$ cat config.mk
export PLATFORM = sky130hd
export DESIGN_NAME = mul_pipeline
export DESIGN_NICKNAME = d
export VERILOG_FILES = /design/src/rtl/mul_pipeline.sv
export SDC_FILE = /design/constraint.sdc
export NUM_CORES = 2
export LEC_CHECK = 0
export CAP_MARGIN = 40
export CORE_ASPECT_RATIO = 1.5
export CORE_MARGIN = 4
export CORE_UTILIZATION = 50
export DETAILED_ROUTE_END_ITERATION = 10
export PLACE_DENSITY = 0.68
export SLEW_MARGIN = 20
export SYNTH_ARGS = -nofsm -noshare
export SYNTH_HDL_FRONTEND = slang
export SYNTH_SLANG_ARGS = --single-unit
export TNS_END_PERCENT = 10
$ cat constraint.sdc
create_clock -name clk_i -period 9.5 [get_ports clk_i]
set_clock_uncertainty 0.15 [all_clocks]
set_input_delay 2.375 -clock clk_i [delete_from_list [all_inputs] [get_ports clk_i]]
set_output_delay 2.375 -clock clk_i [all_outputs]
set_load 0.01 [all_outputs]
$ cat src/rtl/mul_pipeline.sv
// mul_pipeline: five-stage integer multiplier (EX1..EX5) fed by decode.
//   EX1 latches operands, EX2 forms four half-width partial products,
//   EX3 sums them into a double-width product, EX4 picks the result word,
//   EX5 holds the final registered result.
// Optional feature macro: MUL_HIGH_EN adds funct3_i and MULH/MULHSU/MULHU.
// Stages holding a bubble keep all their data registers at zero, so the
// result output is zero whenever ex5_valid_o is low.
module mul_pipeline #(
    parameter int DATA_WIDTH     = 32,
    parameter int REGISTER_WIDTH = 5
) (
    input  logic                      clk_i,
    input  logic                      rst_i,
    input  logic                      valid_i,
    input  logic                      stall_i,
    input  logic [DATA_WIDTH-1:0]     rs1_data_i,
    input  logic [DATA_WIDTH-1:0]     rs2_data_i,
    input  logic [REGISTER_WIDTH-1:0] wr_reg_i,
`ifdef MUL_HIGH_EN
    input  logic [2:0]                funct3_i,
`endif
    output logic                      ex1_valid_o,
    output logic [REGISTER_WIDTH-1:0] ex1_wr_reg_o,
    output logic                      ex2_valid_o,
    output logic [REGISTER_WIDTH-1:0] ex2_wr_reg_o,
    output logic                      ex3_valid_o,
    output logic [REGISTER_WIDTH-1:0] ex3_wr_reg_o,
    output logic                      ex4_valid_o,
    output logic [REGISTER_WIDTH-1:0] ex4_wr_reg_o,
    output logic                      ex5_valid_o,
    output logic [REGISTER_WIDTH-1:0] ex5_wr_reg_o,
    output logic [DATA_WIDTH-1:0]     ex5_result_o
);

    localparam int DW = DATA_WIDTH;
    localparam int RW = REGISTER_WIDTH;
    localparam int HW = DATA_WIDTH / 2;
    localparam int PW = 2 * DATA_WIDTH;

    localparam logic [DW-1:0] ZERO_DW = {DW{1'b0}};
    localparam logic [RW-1:0] ZERO_RW = {RW{1'b0}};
    localparam logic [PW-1:0] ZERO_PW = {PW{1'b0}};

    // Stage EX1: latched operands
    logic          ex1_valid_d, ex1_valid_q;
    logic [RW-1:0] ex1_rd_d,    ex1_rd_q;
    logic [DW-1:0] ex1_a_d,     ex1_a_q;
    logic [DW-1:0] ex1_b_d,     ex1_b_q;
    // Stage EX2: partial products
    logic          ex2_valid_d, ex2_valid_q;
    logic [RW-1:0] ex2_rd_d,    ex2_rd_q;
    logic [DW-1:0] ex2_pp_ll_d, ex2_pp_ll_q;
    logic [DW-1:0] ex2_pp_lh_d, ex2_pp_lh_q;
    logic [DW-1:0] ex2_pp_hl_d, ex2_pp_hl_q;
    logic [DW-1:0] ex2_pp_hh_d, ex2_pp_hh_q;
    // Stage EX3: full double-width product
    logic          ex3_valid_d, ex3_valid_q;
    logic [RW-1:0] ex3_rd_d,    ex3_rd_q;
    logic [PW-1:0] ex3_prod_d,  ex3_prod_q;
    // Stage EX4: selected result word
    logic          ex4_valid_d, ex4_valid_q;
    logic [RW-1:0] ex4_rd_d,    ex4_rd_q;
    logic [DW-1:0] ex4_res_d,   ex4_res_q;
    // Stage EX5: final result
    logic          ex5_valid_d, ex5_valid_q;
    logic [RW-1:0] ex5_rd_d,    ex5_rd_q;
    logic [DW-1:0] ex5_res_d,   ex5_res_q;

`ifdef MUL_HIGH_EN
    // High-word support: funct3 travels with the op into EX2, after which
    // only the word select and the signed correction term are needed.
    logic [2:0]    ex1_f3_d,    ex1_f3_q;
    logic          ex2_hi_d,    ex2_hi_q;
    logic [DW-1:0] ex2_corr_d,  ex2_corr_q;
    logic          ex3_hi_d,    ex3_hi_q;
    logic          a_signed_s;
    logic          b_signed_s;
`endif

    // EX1 next state: capture the issued op, or a zeroed bubble
    always_comb begin
        ex1_valid_d = ex1_valid_q;
        ex1_rd_d    = ex1_rd_q;
        ex1_a_d     = ex1_a_q;
        ex1_b_d     = ex1_b_q;
`ifdef MUL_HIGH_EN
        ex1_f3_d    = ex1_f3_q;
`endif
        if (!stall_i) begin
            ex1_valid_d = valid_i;
            if (valid_i) begin
                ex1_rd_d = wr_reg_i;
                ex1_a_d  = rs1_data_i;
                ex1_b_d  = rs2_data_i;
`ifdef MUL_HIGH_EN
                ex1_f3_d = funct3_i;
`endif
            end else begin
                ex1_rd_d = ZERO_RW;
                ex1_a_d  = ZERO_DW;
                ex1_b_d  = ZERO_DW;
`ifdef MUL_HIGH_EN
                ex1_f3_d = 3'b000;
`endif
            end
        end else begin
            // stalled: decode holds the instruction, EX1 keeps its contents
            ex1_valid_d = ex1_valid_q;
        end
    end

`ifdef MUL_HIGH_EN
    // EX2 operand signedness decode from funct3
    always_comb begin
        case (ex1_f3_q)
            3'b001:  begin a_signed_s = 1'b1; b_signed_s = 1'b1; end
            3'b010:  begin a_signed_s = 1'b1; b_signed_s = 1'b0; end
            default: begin a_signed_s = 1'b0; b_signed_s = 1'b0; end
        endcase
    end
`endif

    // EX2 next state: four unsigned half-width partial products
    always_comb begin
        ex2_valid_d = ex2_valid_q;
        ex2_rd_d    = ex2_rd_q;
        ex2_pp_ll_d = ex2_pp_ll_q;
        ex2_pp_lh_d = ex2_pp_lh_q;
        ex2_pp_hl_d = ex2_pp_hl_q;
        ex2_pp_hh_d = ex2_pp_hh_q;
`ifdef MUL_HIGH_EN
        ex2_hi_d    = ex2_hi_q;
        ex2_corr_d  = ex2_corr_q;
`endif
        if (!stall_i) begin
            ex2_valid_d = ex1_valid_q;
            if (ex1_valid_q) begin
                ex2_rd_d    = ex1_rd_q;
                ex2_pp_ll_d = DW'(ex1_a_q[HW-1:0]) * DW'(ex1_b_q[HW-1:0]);
                ex2_pp_lh_d = DW'(ex1_a_q[HW-1:0]) * DW'(ex1_b_q[DW-1:HW]);
                ex2_pp_hl_d = DW'(ex1_a_q[DW-1:HW]) * DW'(ex1_b_q[HW-1:0]);
                ex2_pp_hh_d = DW'(ex1_a_q[DW-1:HW]) * DW'(ex1_b_q[DW-1:HW]);
`ifdef MUL_HIGH_EN
                // Sign-extending an operand to 2*DW adds (2^DW - 1) * other
                // operand into the upper word when it is negative; modulo
                // 2^(2*DW) that is "subtract other << DW", gathered here.
                ex2_hi_d   = (ex1_f3_q == 3'b001) || (ex1_f3_q == 3'b010) ||
                             (ex1_f3_q == 3'b011);
                ex2_corr_d = ((a_signed_s && ex1_a_q[DW-1]) ? ex1_b_q : ZERO_DW) +
                             ((b_signed_s && ex1_b_q[DW-1]) ? ex1_a_q : ZERO_DW);
`endif
            end else begin
                ex2_rd_d    = ZERO_RW;
                ex2_pp_ll_d = ZERO_DW;
                ex2_pp_lh_d = ZERO_DW;
                ex2_pp_hl_d = ZERO_DW;
                ex2_pp_hh_d = ZERO_DW;
`ifdef MUL_HIGH_EN
                ex2_hi_d    = 1'b0;
                ex2_corr_d  = ZERO_DW;
`endif
            end
        end else begin
            // stalled: EX2 keeps its contents
            ex2_valid_d = ex2_valid_q;
        end
    end

    // EX3 next state: sum partial products into the double-width product
    always_comb begin
        ex3_valid_d = ex3_valid_q;
        ex3_rd_d    = ex3_rd_q;
        ex3_prod_d  = ex3_prod_q;
`ifdef MUL_HIGH_EN
        ex3_hi_d    = ex3_hi_q;
`endif
        if (!stall_i) begin
            ex3_valid_d = ex2_valid_q;
            if (ex2_valid_q) begin
                ex3_rd_d   = ex2_rd_q;
                ex3_prod_d = {ex2_pp_hh_q, ex2_pp_ll_q}
                           + (PW'(ex2_pp_lh_q) << HW)
                           + (PW'(ex2_pp_hl_q) << HW);
`ifdef MUL_HIGH_EN
                ex3_prod_d = ex3_prod_d - {ex2_corr_q, ZERO_DW};
                ex3_hi_d   = ex2_hi_q;
`endif
            end else begin
                ex3_rd_d   = ZERO_RW;
                ex3_prod_d = ZERO_PW;
`ifdef MUL_HIGH_EN
                ex3_hi_d   = 1'b0;
`endif
            end
        end else begin
            // stalled: EX3 keeps its contents
            ex3_valid_d = ex3_valid_q;
        end
    end

    // EX4 next state: pick the result word; x0 destinations read as zero
    always_comb begin
        ex4_valid_d = ex4_valid_q;
        ex4_rd_d    = ex4_rd_q;
        ex4_res_d   = ex4_res_q;
        if (!stall_i) begin
            ex4_valid_d = ex3_valid_q;
            if (ex3_valid_q) begin
                ex4_rd_d = ex3_rd_q;
                if (ex3_rd_q == ZERO_RW) begin
                    ex4_res_d = ZERO_DW;
                end else begin
`ifdef MUL_HIGH_EN
                    ex4_res_d = ex3_hi_q ? ex3_prod_q[PW-1:DW] : ex3_prod_q[DW-1:0];
`else
                    ex4_res_d = ex3_prod_q[DW-1:0];
`endif
                end
            end else begin
                ex4_rd_d  = ZERO_RW;
                ex4_res_d = ZERO_DW;
            end
        end else begin
            // stalled: EX4 keeps its contents
            ex4_valid_d = ex4_valid_q;
        end
    end

    // EX5 next state: register the final result unchanged
    always_comb begin
        ex5_valid_d = ex5_valid_q;
        ex5_rd_d    = ex5_rd_q;
        ex5_res_d   = ex5_res_q;
        if (!stall_i) begin
            ex5_valid_d = ex4_valid_q;
            if (ex4_valid_q) begin
                ex5_rd_d  = ex4_rd_q;
                ex5_res_d = ex4_res_q;
            end else begin
                ex5_rd_d  = ZERO_RW;
                ex5_res_d = ZERO_DW;
            end
        end else begin
            // stalled: EX5 keeps its contents
            ex5_valid_d = ex5_valid_q;
        end
    end

    // Pipeline registers; reset drops every op in flight
    always_ff @(posedge clk_i) begin
        if (rst_i) begin
            ex1_valid_q <= 1'b0;
            ex1_rd_q    <= ZERO_RW;
            ex1_a_q     <= ZERO_DW;
            ex1_b_q     <= ZERO_DW;
            ex2_valid_q <= 1'b0;
            ex2_rd_q    <= ZERO_RW;
            ex2_pp_ll_q <= ZERO_DW;
            ex2_pp_lh_q <= ZERO_DW;
            ex2_pp_hl_q <= ZERO_DW;
            ex2_pp_hh_q <= ZERO_DW;
            ex3_valid_q <= 1'b0;
            ex3_rd_q    <= ZERO_RW;
            ex3_prod_q  <= ZERO_PW;
            ex4_valid_q <= 1'b0;
            ex4_rd_q    <= ZERO_RW;
            ex4_res_q   <= ZERO_DW;
            ex5_valid_q <= 1'b0;
            ex5_rd_q    <= ZERO_RW;
            ex5_res_q   <= ZERO_DW;
`ifdef MUL_HIGH_EN
            ex1_f3_q    <= 3'b000;
            ex2_hi_q    <= 1'b0;
            ex2_corr_q  <= ZERO_DW;
            ex3_hi_q    <= 1'b0;
`endif
        end else begin
            ex1_valid_q <= ex1_valid_d;
            ex1_rd_q    <= ex1_rd_d;
            ex1_a_q     <= ex1_a_d;
            ex1_b_q     <= ex1_b_d;
            ex2_valid_q <= ex2_valid_d;
            ex2_rd_q    <= ex2_rd_d;
            ex2_pp_ll_q <= ex2_pp_ll_d;
            ex2_pp_lh_q <= ex2_pp_lh_d;
            ex2_pp_hl_q <= ex2_pp_hl_d;
            ex2_pp_hh_q <= ex2_pp_hh_d;
            ex3_valid_q <= ex3_valid_d;
            ex3_rd_q    <= ex3_rd_d;
            ex3_prod_q  <= ex3_prod_d;
            ex4_valid_q <= ex4_valid_d;
            ex4_rd_q    <= ex4_rd_d;
            ex4_res_q   <= ex4_res_d;
            ex5_valid_q <= ex5_valid_d;
            ex5_rd_q    <= ex5_rd_d;
            ex5_res_q   <= ex5_res_d;
`ifdef MUL_HIGH_EN
            ex1_f3_q    <= ex1_f3_d;
            ex2_hi_q    <= ex2_hi_d;
            ex2_corr_q  <= ex2_corr_d;
            ex3_hi_q    <= ex3_hi_d;
`endif
        end
    end

    assign ex1_valid_o  = ex1_valid_q;
    assign ex1_wr_reg_o = ex1_rd_q;
    assign ex2_valid_o  = ex2_valid_q;
    assign ex2_wr_reg_o = ex2_rd_q;
    assign ex3_valid_o  = ex3_valid_q;
    assign ex3_wr_reg_o = ex3_rd_q;
    assign ex4_valid_o  = ex4_valid_q;
    assign ex4_wr_reg_o = ex4_rd_q;
    assign ex5_valid_o  = ex5_valid_q;
    assign ex5_wr_reg_o = ex5_rd_q;
    assign ex5_result_o = ex5_res_q;

endmodule

# Word-level counts from Yosys, hierarchy flattened
# Index checks and enable logic that the tools add are counted.
# word_totals
elab_cells	38
out_inout_bits	62
ff_bits	254
in_bits	73
# op_classes
reduce_logical	1
multipliers	3
addsub	2
mux	14
# ops
operator	count
$mux 32	7
$add 32x32->32	2
$mul 16x16->16	2
$mul 16x16->32	1
$mux 16	2
$mux 5	5
$logic_not 5->1	1

# Depth between registers and ports, before layout
# logic_depth
ltp_word	3
mapped_depth	24
depth_no_buf	21

# Least setup slack after synthesis
# No wires, ideal clock.
# synth_path
path_type	register to register
start	register ex1_b_q[3]
end	register ex2_pp_ll_q[24]
path_slack_ns	3.402
path_stages_with_launch	22
t_arrival_ns	5.826
setup_time_ns	0.122
required_ns	9.228
n_path_buf	2
synth_period_minus_slack_ns	6.098
path_cell_list	dfxtp_1 -> clkbuf_1 -> clkbuf_1 -> nand2_1 -> fa_1 -> fa_1 -> fa_1 -> inv_1 -> fa_1 -> fa_1 -> inv_1 -> fa_1 -> inv_1 -> ha_1 -> a21oi_2 -> o221ai_2 -> a21oi_1 -> o41ai_4 -> a2111oi_2 -> nor3_2 -> mux2i_1 -> a221o_1
# synth_via
elab_chain_cells	2
# synth_lines
element	line	text
start: declaration	48	logic [DW-1:0] ex1_b_d, ex1_b_q;
start signal: assignment	255	ex1_b_q <= ZERO_DW;
start signal: assignment	281	ex1_b_q <= ex1_b_d;
$mul 16x16->32	139	ex2_pp_ll_d = DW'(ex1_a_q[HW-1:0]) * DW'(ex1_b_q[HW-1:0]);
$mux 32	137	if (ex1_valid_q) begin
end signal: assignment	284	ex2_pp_ll_q <= ex2_pp_ll_d;
end: declaration	52	logic [DW-1:0] ex2_pp_ll_d, ex2_pp_ll_q;
# No other way between the ends.
# A chain may end at the register's enable or synchronous reset.

# Worst setup path after layout
# layout_path
start	register ex1_a_q[6]
end	register ex2_pp_ll_q[31]
# layout_via
elab_chain_cells	2
# layout_lines
element	line	text
start: declaration	47	logic [DW-1:0] ex1_a_d, ex1_a_q;
start signal: assignment	254	ex1_a_q <= ZERO_DW;
start signal: assignment	280	ex1_a_q <= ex1_a_d;
$mul 16x16->32	139	
$mux 32	137	
# No other way between the ends.

==> metrics <==
R2R cell count 20; Storage cell area between 5000 and 6000 µm²; top cell family by delay on the critical path adder cells; GRT Overall Usage 24.19%; CTS hold repair buffers 0; Vias/cell about 5.4; CP max stage cell dfxtp_1; Post-CTS Repair Setup Buffers 0; Compound-Gate Fraction of Synth Area 10.57%; final hold vios 0; Multi-input gate area ~18000 µm²; Post-synth EDFFs 0; Hold Path Class reg -> reg; Final period util 69.05%; Vias around 20000; WHS Path Cells 2; CTS clk-pin slew, worst paths 0.07 ns; root buffer cell clkbuf_16; post-synthesis sequential area ratio between 10% and 20%; Die Wd a little under 200 µm; FMAX 152.4 MHz; Placer Congestion 0.9402; CP Class reg -> reg; crit path max fanout 15; CP arrival 6.88 ns; Least-Margin Pin Slew 0.9267 ns; number of core rows 101; Post-Syn Instances 2943; post-synthesis mux area share 0.1213%; cts bufs inserted 27; min Tclk post-route about 6.6 ns; Worst-Skew Late Latency 0.57 ns; Area Overhead vs Synth 11.40%; commonest non-fill, non-tap cell in the layout inv_1; max cap viols 0; Starting Density 50.75%; most frequent cells in the layout 472 x inv_1, 370 x fa_1, 344 x nand2_1; Synthesis Warnings 0; pin count of the biggest net entering global routing 123; Initial DRC Count 1121; hold endpoint ex2_pp_ll_q[12]; Primary FF master, synth dfxtp_1; worst setup margin 2.940 ns; maximum buffer depth of the clock tree 3; ANT nets after route 0; Crit. End Element flop; Critical Path Most Common Cell fa_1; Critical Path Source Type flop; final setup TNS 0 ns; Synth Area in Adders about two fifths; vias in the first global route between 20000 and 25000; Async SR Flop Fraction 0%; fillers between 4000 and 5000; first-pass GRT wire length 109700 µm; Ports 135; Mapped Nets 3602; final WL about 67000 µm; drt wl/cell 18.44 µm; Simple-Gate Fraction of Synth Area ~17%; XOR/XNOR Fraction of Synth Area 3.635%; ANT cells 0; FF-to-FF Start ex1_a_q[6]; main area contributors after synthesis fa_1 29%, dfxtp_1 20%, ha_1 10%; Final #Nets 3626; R2R Setup Slk 2.94 ns; Core ar. 50800 µm²; DRC viols 0; Slew Limit Headroom 38.22%; synthesized area 25780 µm²; Distinct cells, synth 72; CP bufs+invs 4; area share of the largest cell type after synthesis 28.73%; worst hold start ex2_pp_ll_q[12]; final setup violation count 0; register bit total from synthesis 254; Synth area leader fa_1; fin. max-slew vios 0; H-tree depth 1; largest family of logic cells by synthesized area adder cells; Power Density 86.79 nW/µm²; status finished clean; RR Endpoint ex2_pp_ll_q[31]; initial antenna violation count 1; DP Wirelength 51470 µm; CP cell instances buf_8 -> nand2_1 -> fa_1 -> inv_1 -> fa_1 -> fa_1 -> fa_1 -> fa_1 -> inv_1 -> fa_1 -> inv_1 -> ha_1 -> nand4_1 -> nor4_1 -> a32o_1 -> a31o_2 -> o21ai_0 -> nor4b_1 -> o31ai_1 -> nand2_1; die area between 50000 and 60000 µm²; RSZ-0062 raised after global routing no; CTS tree yes; layout cell share with drive strength beyond 1 between 3 and 4%; # clock sinks 254; CP required 9.82 ns; VDD IR max 0.1309 mV; Pleak 13.32 nW; # port buffers 134; die height about 290 µm; First-pass DRT Iterations 5; grt ovf 0; Avg Cell Area, Syn 8.761 µm²; post-place setup slack 2.821 ns; CP peak stage delay 0.80 ns; post-CTS resize count 0
[how the worst max path moves through the flow]
stage,startpoint,endpoint,slack [ns],cells past startpoint
6_report,ex1_a_q[6],ex2_pp_ll_q[31],2.94,20
4_1_cts,ex1_a_q[11],ex2_pp_ll_q[31],2.79,19
5_1_grt,ex1_a_q[15],ex2_pp_ll_q[31],2.71,19
3_3_place_gp,ex1_a_q[6],ex2_pp_ll_q[31],2.87,21
2_1_floorplan,ex1_b_q[3],ex2_pp_ll_q[24],3.40,21
3_5_place_dp,ex1_a_q[11],ex2_pp_ll_q[24],2.82,19
[cells by family (layout without fill, tap and decap cells)]
group / count (synthesis) / in the layout
fa+ha+maj: 586 / 586
flops: 254 / 254
simple gates: 952 / 952
buf+inv: 656 / 699
mux: 3 / 3
compound gates: 385 / 385
xor+xnor: 107 / 107
[cells in the mapped netlist, types with 19 or more instances]
cell	count
dfxtp_1	254
xor2_1	29
a21oi_1	64
nor3_1	20
nand3_1	19
a22oi_1	198
clkbuf_1	167
xnor2_1	78
ha_1	216
inv_1	472
fa_1	370
nor2_1	271
nand2_1	344
o21ai_0	38
and2_1	237
[stage by stage]
stage / instances / util, % / hold slack (ns) / area [µm²] / power (mW)
after floorplan: 2943 / - / 0.2770 / 25780 / 1.296
after global placement: 3585 / 54.04 / 0.3037 / 27450 / 1.407
final: 3655 / 56.54 / 0.3175 / 28720 / 2.493
after detailed placement: 3600 / 54.50 / 0.3102 / 27690 / 1.421
after CTS: 3648 / 56.32 / 0.3181 / 28610 / 2.515
after global routing: 3655 / 56.54 / 0.3387 / 28720 / 2.593
[report_power, final]
part           internal, mW  switching (mW)
logic                 0.112           0.182
registers              1.08          0.0322
clock network         0.629           0.460
[cell type report]
cell class / count / share of cell area [%]
clock buffer: 36 / 2.679
clock inverter: 12 / 0.5227
inverter: 473 / 6.181
multi-input combinational: 2033 / 63.51
sequential: 254 / 17.70
tap: 669 / 2.914
timing repair buffer: 178 / 6.486
[worst min-delay path: stages (launching register included)]
cell and delay (ns):
dfxtp_1 0.31, nand2_1 0.06, a21oi_1 0.05
[state kept, by name, indices dropped and copies added, names as in the netlist, 5 cells and up]
name and flops:
ex5_wr_reg_o 5, ex5_result_o 32, ex1_a_q 32, ex3_wr_reg_o 5
ex2_pp_lh_q 16, ex1_wr_reg_o 5, ex1_b_q 32, ex2_pp_hl_q 16
ex2_wr_reg_o 5, ex3_prod_q 32, ex4_res_q 32, ex4_wr_reg_o 5
ex2_pp_ll_q 32
[metal layers]
metal	GRT usage (%)	share of wire [%]
met2	43.27	51
met4	9.936	4.4
met5	0	0
met1	29.63	39
met3	2.948	5.8
(Power assumes the default switching activity.)
